$ cat src/rtl/sprite_motion_ctrl_pkg.sv
// -----------------------------------------------------------------------------
// sprite_motion_ctrl_pkg
// Shared definitions for the sprite pipeline (motion, renderer, collision,
// score): screen geometry, sprite size and the motion state encoding.
// -----------------------------------------------------------------------------
package sprite_motion_ctrl_pkg;

   localparam int SCREEN_W    = 640;
   localparam int SCREEN_H    = 480;
   localparam int SPRITE_SIZE = 16;
   localparam int POS_W       = 10;

   typedef enum logic [1:0] {
      ST_ALIVE = 2'd0,
      ST_HIT   = 2'd1,
      ST_DEAD  = 2'd2
   } motion_state_e;

endpackage

$ cat src/rtl/sprite_motion_ctrl_axis_stepper.sv
// -----------------------------------------------------------------------------
// sprite_motion_ctrl_axis_stepper
// Computes the next position on one axis from the current position and the
// two opposing direction buttons, clamped to [0, max].
// Ports:
//   pos  - current position
//   dec  - move toward 0 (left / up)
//   inc  - move toward max (right / down)
//   step - pixels per move
//   max  - largest legal position
//   nxt  - clamped next position (equals pos when both or neither pressed)
// -----------------------------------------------------------------------------
module sprite_motion_ctrl_axis_stepper
   import sprite_motion_ctrl_pkg::*;
(
   input  logic [POS_W-1:0] pos,
   input  logic             dec,
   input  logic             inc,
   input  logic [3:0]       step,
   input  logic [POS_W-1:0] max,
   output logic [POS_W-1:0] nxt
);

   logic [POS_W:0]   sum_s;
   logic [POS_W-1:0] step_ext_s;

   // Clamped step: the sum carries one extra bit so overflow past max is seen.
   always_comb begin
      step_ext_s = {6'd0, step};
      sum_s      = {1'b0, pos} + {7'd0, step};
      if (dec && !inc) begin
         nxt = (pos < step_ext_s) ? 10'd0 : (pos - step_ext_s);
      end else if (inc && !dec) begin
         nxt = (sum_s > {1'b0, max}) ? max : sum_s[POS_W-1:0];
      end else begin
         nxt = pos;
      end
   end

endmodule

$ cat src/rtl/sprite_motion_ctrl.sv
// -----------------------------------------------------------------------------
// sprite_motion_ctrl
// Owns the player sprite position, visibility and lives. Position moves once
// per frame from the buttons; a collision pulse costs a life and opens a
// blinking invulnerability window, or ends the game on the last life.
// Ports:
//   clk, rst                 - clock, synchronous active-high reset
//   frame_tick               - one-cycle pulse at start of vertical blanking
//   btn_left/right/up/down   - debounced button levels
//   hit                      - one-cycle collision pulse
//   sprite_x, sprite_y       - registered top-left position
//   visible                  - registered sprite enable for the pixel mux
//   lives                    - registered remaining lives
//   game_over                - registered, high once all lives are gone
// -----------------------------------------------------------------------------
module sprite_motion_ctrl
   import sprite_motion_ctrl_pkg::*;
#(
   parameter logic [POS_W-1:0] START_X      = 10'd312,
   parameter logic [POS_W-1:0] START_Y      = 10'd440,
   parameter logic [3:0]       STEP         = 4'd2,
   parameter logic [POS_W-1:0] MAX_X        = POS_W'(SCREEN_W - SPRITE_SIZE),
   parameter logic [POS_W-1:0] MAX_Y        = POS_W'(SCREEN_H - SPRITE_SIZE),
   parameter logic [1:0]       LIVES        = 2'd3,
   parameter logic [7:0]       HIT_FRAMES   = 8'd60,
   parameter logic [3:0]       BLINK_FRAMES = 4'd4
)(
   input  logic             clk,
   input  logic             rst,
   input  logic             frame_tick,
   input  logic             btn_left,
   input  logic             btn_right,
   input  logic             btn_up,
   input  logic             btn_down,
   input  logic             hit,
   output logic [POS_W-1:0] sprite_x,
   output logic [POS_W-1:0] sprite_y,
   output logic             visible,
   output logic [1:0]       lives,
   output logic             game_over
);

   motion_state_e    state_r, state_nxt_s;
   logic [POS_W-1:0] x_r, y_r, x_nxt_s, y_nxt_s, x_step_s, y_step_s;
   logic             visible_r, visible_nxt_s;
   logic [1:0]       lives_r, lives_nxt_s;
   logic             game_over_r, game_over_nxt_s;
   logic [7:0]       hit_cnt_r, hit_cnt_nxt_s;
   logic [3:0]       blink_cnt_r, blink_cnt_nxt_s;
   logic             move_s;

   sprite_motion_ctrl_axis_stepper u_step_x (
      .pos  (x_r),
      .dec  (btn_left),
      .inc  (btn_right),
      .step (STEP),
      .max  (MAX_X),
      .nxt  (x_step_s)
   );

   sprite_motion_ctrl_axis_stepper u_step_y (
      .pos  (y_r),
      .dec  (btn_up),
      .inc  (btn_down),
      .step (STEP),
      .max  (MAX_Y),
      .nxt  (y_step_s)
   );

   // Next-state logic: life loss, invulnerability window, blink and movement.
   always_comb begin
      state_nxt_s     = state_r;
      visible_nxt_s   = visible_r;
      lives_nxt_s     = lives_r;
      game_over_nxt_s = game_over_r;
      hit_cnt_nxt_s   = hit_cnt_r;
      blink_cnt_nxt_s = blink_cnt_r;
      move_s          = 1'b0;
      case (state_r)
         ST_ALIVE: begin
            move_s = frame_tick;
            if (hit) begin
               lives_nxt_s   = lives_r - 2'd1;
               visible_nxt_s = 1'b0;
               if (lives_r == 2'd1) begin
                  // The last life freezes the sprite even if a tick coincides.
                  state_nxt_s     = ST_DEAD;
                  game_over_nxt_s = 1'b1;
                  move_s          = 1'b0;
               end else begin
                  state_nxt_s     = ST_HIT;
                  hit_cnt_nxt_s   = HIT_FRAMES;
                  blink_cnt_nxt_s = 4'd0;
               end
            end else begin
               visible_nxt_s = 1'b1;
            end
         end
         ST_HIT: begin
            move_s = frame_tick;
            if (frame_tick) begin
               hit_cnt_nxt_s = hit_cnt_r - 8'd1;
               if (hit_cnt_r == 8'd1) begin
                  state_nxt_s     = ST_ALIVE;
                  visible_nxt_s   = 1'b1;
                  blink_cnt_nxt_s = 4'd0;
               end else if ((blink_cnt_r + 4'd1) == BLINK_FRAMES) begin
                  blink_cnt_nxt_s = 4'd0;
                  visible_nxt_s   = ~visible_r;
               end else begin
                  blink_cnt_nxt_s = blink_cnt_r + 4'd1;
               end
            end else begin
               hit_cnt_nxt_s = hit_cnt_r;
            end
         end
         ST_DEAD: begin
            visible_nxt_s   = 1'b0;
            game_over_nxt_s = 1'b1;
         end
         default: begin
            // Unused encoding: fail safe into the frozen game-over state.
            state_nxt_s     = ST_DEAD;
            visible_nxt_s   = 1'b0;
            game_over_nxt_s = 1'b1;
         end
      endcase
      x_nxt_s = move_s ? x_step_s : x_r;
      y_nxt_s = move_s ? y_step_s : y_r;
   end

   // State and output registers with synchronous reset.
   always_ff @(posedge clk) begin
      if (rst) begin
         state_r     <= ST_ALIVE;
         x_r         <= START_X;
         y_r         <= START_Y;
         visible_r   <= 1'b1;
         lives_r     <= LIVES;
         game_over_r <= 1'b0;
         hit_cnt_r   <= 8'd0;
         blink_cnt_r <= 4'd0;
      end else begin
         state_r     <= state_nxt_s;
         x_r         <= x_nxt_s;
         y_r         <= y_nxt_s;
         visible_r   <= visible_nxt_s;
         lives_r     <= lives_nxt_s;
         game_over_r <= game_over_nxt_s;
         hit_cnt_r   <= hit_cnt_nxt_s;
         blink_cnt_r <= blink_cnt_nxt_s;
      end
   end

   assign sprite_x  = x_r;
   assign sprite_y  = y_r;
   assign visible   = visible_r;
   assign lives     = lives_r;
   assign game_over = game_over_r;

endmodule

$ cat config.mk
export PLATFORM = sky130hd
export DESIGN_NAME = sprite_motion_ctrl
export DESIGN_NICKNAME = d
export VERILOG_FILES = /design/src/rtl/sprite_motion_ctrl_pkg.sv /design/src/rtl/sprite_motion_ctrl_axis_stepper.sv /design/src/rtl/sprite_motion_ctrl.sv
export SDC_FILE = /design/constraint.sdc
export NUM_CORES = 1
export LEC_CHECK = 0
export ABC_AREA = 1
export ABC_CLOCK_PERIOD_IN_PS = 3320
export CORE_AREA = 2 2 70 72
export DETAILED_ROUTE_END_ITERATION = 6
export DIE_AREA = 0 0 72 74
export PLACE_DENSITY = 0.85
export SYNTH_ARGS = -nofsm -noshare
export SYNTH_HDL_FRONTEND = slang
export SYNTH_SLANG_ARGS = --single-unit
$ cat constraint.sdc
create_clock -name clk -period 3.32 [get_ports clk]
set_input_delay 0.996 -clock clk [delete_from_list [all_inputs] [get_ports clk]]
set_output_delay 0.996 -clock clk [all_outputs]
set_load 0.01 [all_outputs]
# [Word level (Yosys, flattened, before mapping)]
# Cells that the tools add are included.
# W data, S select, Z words.
[classes] reduce_logical=19 shift=0 n_eq_ne=11 n_div=0 add_sub_neg=7 order_cmp=4 mux=34 mul=0 bitwise_logic=3
[ops] cell="$mux W10" n=8
[ops] cell="$mux W8" n=3
[ops] cell="$add A10 B2 Y11 const B" n=2
[ops] cell="$lt A10 B2 Y1 const B" n=2
[ops] cell="$mux W4" n=5
[ops] cell="$sub A10 B2 Y10 const B" n=2
[ops] cell="$pmux W8 S2" n=1
[ops] cell="$gt A11 B10 Y1 const B" n=1
[ops] cell="$gt A11 B9 Y1 const B" n=1
[ops] cell="$ne A2 B2 Y1 const B" n=5
[ops] cell="$eq A8 B1 Y1 const B" n=1
[ops] cell="$mux W1" n=8
[ops] cell="$mux W2" n=4
[ops] cell="$pmux W4 S2" n=1
[ops] cell="$reduce_and A2 Y1" n=4
[ops] cell="$reduce_and A4 Y1" n=2
[ops] cell="$sub A8 B1 Y8 const B" n=1
[ops] cell="$pmux W1 S2" n=3
[ops] cell="$pmux W2 S3" n=1
[ops] cell="$reduce_bool A2 Y1" n=3
[ops] cell="$add A4 B1 Y4 const B" n=1
[ops] cell="$eq A2 B1 Y1 const B" n=2
[ops] cell="$eq A4 B3 Y1 const B" n=1
[ops] cell="$logic_and A1 B1 Y1" n=4
[ops] cell="7 further kinds" n=12
[totals] romBits=0 ram_bits=0 memories=0 elab_cells=86 latchBits=0 input_bits=8 ff_bits=38

# [Depth between registers and ports, before layout]
[logic_depth] ltp_word=6 ltp_mapped=13 mapped_depth_nobuf=13

# [Hierarchy]
# A second synthesis with hierarchy kept.
[unflattened] hier_cells=770 area_unflattened_um2=4521.8
[modules_own_cells] module="sprite_motion_ctrl" cells_each=258 instances=1 area_per_inst_um2=1755.4 seq_area_each_um2=760.7
[modules_own_cells] module="sprite_motion_ctrl_axis_stepper (u_step_y)" cells_each=253 instances=1 area_per_inst_um2=1408.9 seq_area_each_um2=0.0
[modules_own_cells] module="sprite_motion_ctrl_axis_stepper (u_step_x)" cells_each=259 instances=1 area_per_inst_um2=1357.6 seq_area_each_um2=0.0

# [Worst setup path before layout]
# No wires, ideal clock.
[synth_path] kind="input to register" start="input btn_right" end="register x_r[2] (netlist: sprite_x[2])" arrival_ns=1.936 setup_time_ns=0.070 t_required_ns=3.250 cell_stages=8 setup_slack_ns=1.314 n_path_buf=0 cell_sequence="inv_1 ha_1 inv_1 nor2_2 inv_1 o21ai_0 inv_1 a21oi_1"
[synth_between] elab_chain_len=4 elab_cells_between_ends=6
[synth_rtl] item="from (decl)" line_no="sprite_motion_ctrl.sv:32" text="input logic btn_right,"
[synth_rtl] item="$logic_not A1 Y1" line_no="sprite_motion_ctrl_axis_stepper.sv:31" text="if (dec && !inc) begin"
[synth_rtl] item="$logic_and A1 B1 Y1" line_no="sprite_motion_ctrl_axis_stepper.sv:31"
[synth_rtl] item="$reduce_bool A2 Y1 (no source line)"
[synth_rtl] item="$reduce_and A2 Y1 (no source line)"
[synth_rtl] item="to (signal assigned)" line_no="sprite_motion_ctrl.sv:145" text="x_r <= x_nxt_s;"
[synth_rtl] item="to (decl)" line_no="sprite_motion_ctrl.sv:44" text="logic [POS_W-1:0] x_r, y_r, x_nxt_s, y_nxt_s, x_step_s, y_step_s;"
# Several ways; a longest one is shown, not always the timed one.
# A chain may end at the register's enable or synchronous reset.

# [Worst setup path after layout]
[layout_path] start="input btn_down" end="register y_r[6] (netlist: sprite_y[6])"
[layout_between] elab_chain_len=4 elab_cells_between_ends=6
[layout_rtl] item="from (decl)" line_no="sprite_motion_ctrl.sv:34" text="input logic btn_down,"
[layout_rtl] item="$logic_not A1 Y1" line_no="sprite_motion_ctrl_axis_stepper.sv:31"
[layout_rtl] item="$logic_and A1 B1 Y1" line_no="sprite_motion_ctrl_axis_stepper.sv:31"
[layout_rtl] item="$reduce_bool A2 Y1 (no source line)"
[layout_rtl] item="$reduce_and A2 Y1 (no source line)"
[layout_rtl] item="to (signal assigned)" line_no="sprite_motion_ctrl.sv:146" text="y_r <= y_nxt_s;"
[layout_rtl] item="to (decl)" line_no="sprite_motion_ctrl.sv:44"
# Several ways; a longest one is shown, not always the timed one.

==> flow_metrics.py <==
metrics = {
    "timing": {
        "rsz0062_at_grt": "false",
        "setup_violations": 0,
        "fin_crit_sh_pct": 75.9,
        "worst_slew_pin_slew_ps": 517,
        "totalNegativeSetupSlack_ps": 0,
        "min_period_ps": 2520,
        "slew_headroom_pct": 65.5,
        "worst_slack_ps": 799,
        "skew_ps": 3.70,
        "maxSlewViolCount": 0,
        "clock.fmax_mhz": 397,
        "report.final.hold_viol_count": 0,
    },
    "routing": {
        "drc": 0,
        "drt_pass1_iterations": 5,
        "wl_per_cell_um": 12.9,
        "vias": 2759,
        "routed_via_density": 5.54,
        "ant_nets": 0,
        "first_iter_violations": 176,
        "drt-total-wl_um": 6410,
    },
    "logic_synthesis": {
        "synth.area.top_cells": "dfxtp_1 27%, nand2_1 14%, inv_1 8.2%",
        "synth_area_leader_cell": "dfxtp_1",
        "ys_seq_area_share_pct": 26.8,
        "synth_top_cell_area_share_pct": 26.8,
        "ys_warn_count": 0,
        "synth_cell_type_count": 39,
        "synth_area_per_cell_um2": 6.49,
        "synthCells": 414,
        "synth_area_um2": 2690,
        "ys_ff_latch": 36,
    },
    "pwr": {
        "power_density_nw_per_um2": 456,
        "ir_drop_mv": 0.335,
        "total_power_mw": 1.42,
        "leakage_nw": 1.46,
    },
    "run": {
        "maxCapViolations": 0,
    },
    "worst_hold_path": {
        "hold_path.class": "reg2reg",
        "hold_depth": 2,
        "min_to": "blink_cnt_r[3]",
        "min-delay-start": "blink_cnt_r[3]",
    },
    "die": {
        "die_y_um": 74,
        "ioPinCount": 32,
        "coreArea_um2": 4600,
        "dieArea_um2": 5330,
        "die_width_um": 72,
        "initial_utilization_pct": 58.4,
        "rows": 25,
    },
    "setup_path": {
        "critPathRequiredTime_ps": 3510,
        "crit_path_max_incr_delay_ps": 460,
        "cp.arrival_ps": 2710,
        "regToRegStartpoint": "lives[1]",
        "cp_max_fo": 13,
        "cp_num_cells": 7,
        "start_kind": "primary input",
        "crit_path_cell_trace": "clkdlybuf4s50_1 > inv_1 > ha_1 > nor2_2 > inv_1 > nor3_1 > a21oi_1",
        "crit_type": "in2reg",
        "ff2ff_path_depth": 8,
        "cp_num_buf_inv": 3,
        "critPathSlowestCell": "clkdlybuf4s50_1",
        "rr_endpoint": "sprite_y[6]",
        "crit_top_cell": "inv_1",
        "end_kind": "flip-flop",
        "rrSetupSlack_ps": 1410,
        "crit_family": "buffers and inverters",
    },
    "placed_design": {
        "io_buffers": 29,
        "placed_cell_area_um2": 3000,
        "gp_congestion": 0.958,
        "dp_hpwl_um": 4800,
        "pre_cts_ws_ps": 502,
    },
    "clock_tree": {
        "ctsHoldBuffers": 0,
        "cts_buffers": 5,
        "insertion_delay_ps": 300,
        "root_buffer": "clkbuf_8",
        "path_clk_slew_ps": 70,
        "clk_path_buf_depth": 2,
        "cts_resized": 0,
        "h-tree-depth": 2,
        "cts_setup_buffers": 0,
        "cts_tree": "done",
        "cts_sinks": 36,
    },
    "status": {
        "outcome": "completed",
    },
    "grt": {
        "antenna_found_initial": 0,
        "grtUsageTotal_pct": 25.1,
        "grt_pass1_vias": 2522,
        "grt_first_pass_wirelength_um": 10700,
        "gr-total-overflow": 0,
        "grt_max_degree": 23,
    },
    "finish": {
        "diodes": 0,
        "drive_above_1_share_pct": 10.4,
        "nets": 462,
        "synthToLayoutAreaGrowth_pct": 15.7,
        "num-fill-cells": 406,
        "fin_area_um2": 3110,
    },
}
flip-flops by register name, summed over array words and instances, names as in the netlist:
register / count
sprite_x: 9
sprite_y: 9
hit_cnt_r: 8
blink_cnt_r: 4
lives: 2
state_r: 2
game_over: 1
visible: 1
power breakdown:
part	switching, mW	internal, mW
sequential	0.0659	0.484
clock	0.166	0.223
combinational	0.288	0.190
cell type report:
cell class | count | area (um^2) | share of cell area, %
clock inverters | 2 | 35.0 | 1.13
repair buffers | 31 | 305 | 9.83
clock buffers | 6 | 72.6 | 2.34
flip-flops and latches | 36 | 721 | 23.2
well taps | 54 | 67.6 | 2.17
multi-input cells | 305 | 1670 | 53.6
inverters | 64 | 240 | 7.73
synth_stat cells:
| master | n |
|---|---|
| nand2_1 | 101 |
| inv_1 | 59 |
| dfxtp_1 | 36 |
| nor2_1 | 29 |
| a21oi_1 | 27 |
| nand3_1 | 27 |
| o21ai_0 | 24 |
| xor2_1 | 13 |
| ha_1 | 11 |
| nand4_1 | 11 |
| nand2_2 | 9 |
| o21ai_1 | 7 |
| a31oi_1 | 5 |
| inv_2 | 5 |
| nor3_1 | 5 |
| buf_4 | 4 |
| nand3_2 | 4 |
| nor2_2 | 4 |
| nor2_4 | 4 |
| nand2_4 | 3 |
| o211ai_1 | 3 |
| xnor2_1 | 3 |
| buf_2 | 2 |
| clkbuf_1 | 2 |
| or2_2 | 2 |
| a21boi_0 | 1 |
| a21oi_2 | 1 |
| and2_1 | 1 |
| buf_1 | 1 |
| buf_6 | 1 |
| conb_1 | 1 |
| nand3_4 | 1 |
| nand4_2 | 1 |
| nor3_2 | 1 |
| nor3_4 | 1 |
| nor4_1 | 1 |
| o21ai_2 | 1 |
| o22ai_1 | 1 |
| or2_0 | 1 |
cells in the final DEF, fill, tap and decap left out, drive strengths merged, types with 6 or more instances in the layout:
cell type and instances:
inv 64, nor2 37, a21oi 28, xor2 13, nand4 12, ha 11
o21ai 32, dfxtp 36, nor3 7, nand3 32, nand2 113, clkdlybuf4s50 29
clkbuf 6
metrics by stage:
| stage | utilization, % | instances | hold WS [ps] |
|---|---|---|---|
| floorplan | - | 415 | 454 |
| global placement | 65.2 | 490 | 470 |
| detailed placement | 65.2 | 490 | 484 |
| CTS | 67.6 | 498 | 494 |
| global route | 67.6 | 498 | 510 |
| finish | 67.6 | 498 | 488 |
worst min-delay path: cells and delay by family, from the launching register on:
family | cells | cell delay [ps]
simple gates | 1 | 60
compound gates | 1 | 60
flops | 1 | 320
routing by layer:
metal / share of wire [%] / track usage [%] / vias up
li1: - / - / 1389
met1: 44 / 30.7 / 1256
met2: 49 / 44.3 / 98
met3: 5.3 / 3.52 / 16
met4: 2.0 / 10.7 / 0
met5: 0 / 0 / -
worst max-delay path by stage:
stage                        endpoint      start
after floorplan           sprite_x[2]  btn_right
after global placement    sprite_y[6]   btn_down
after detailed placement  sprite_y[6]   btn_down
after CTS                 sprite_y[6]   btn_down
after global routing      sprite_y[6]        hit
final                     sprite_y[6]   btn_down
cells by family (layout without fill, tap and decap cells):
| logic type | count (synthesis) | after routing | share of synthesized area (%) |
|---|---|---|---|
| AND/OR/NAND/NOR | 206 | 206 | 37.4 |
| other | 1 | 2 | 0.140 |
| AO/OA/AOI/OAI | 70 | 70 | 14.0 |
| XOR/XNOR | 16 | 16 | 5.22 |
| flip-flops | 36 | 36 | 26.8 |
| adder cells (fa/ha/maj) | 11 | 11 | 5.13 |
| buffers and inverters | 74 | 103 | 11.3 |
No activity file was read; power rests on OpenSTA's default activity.
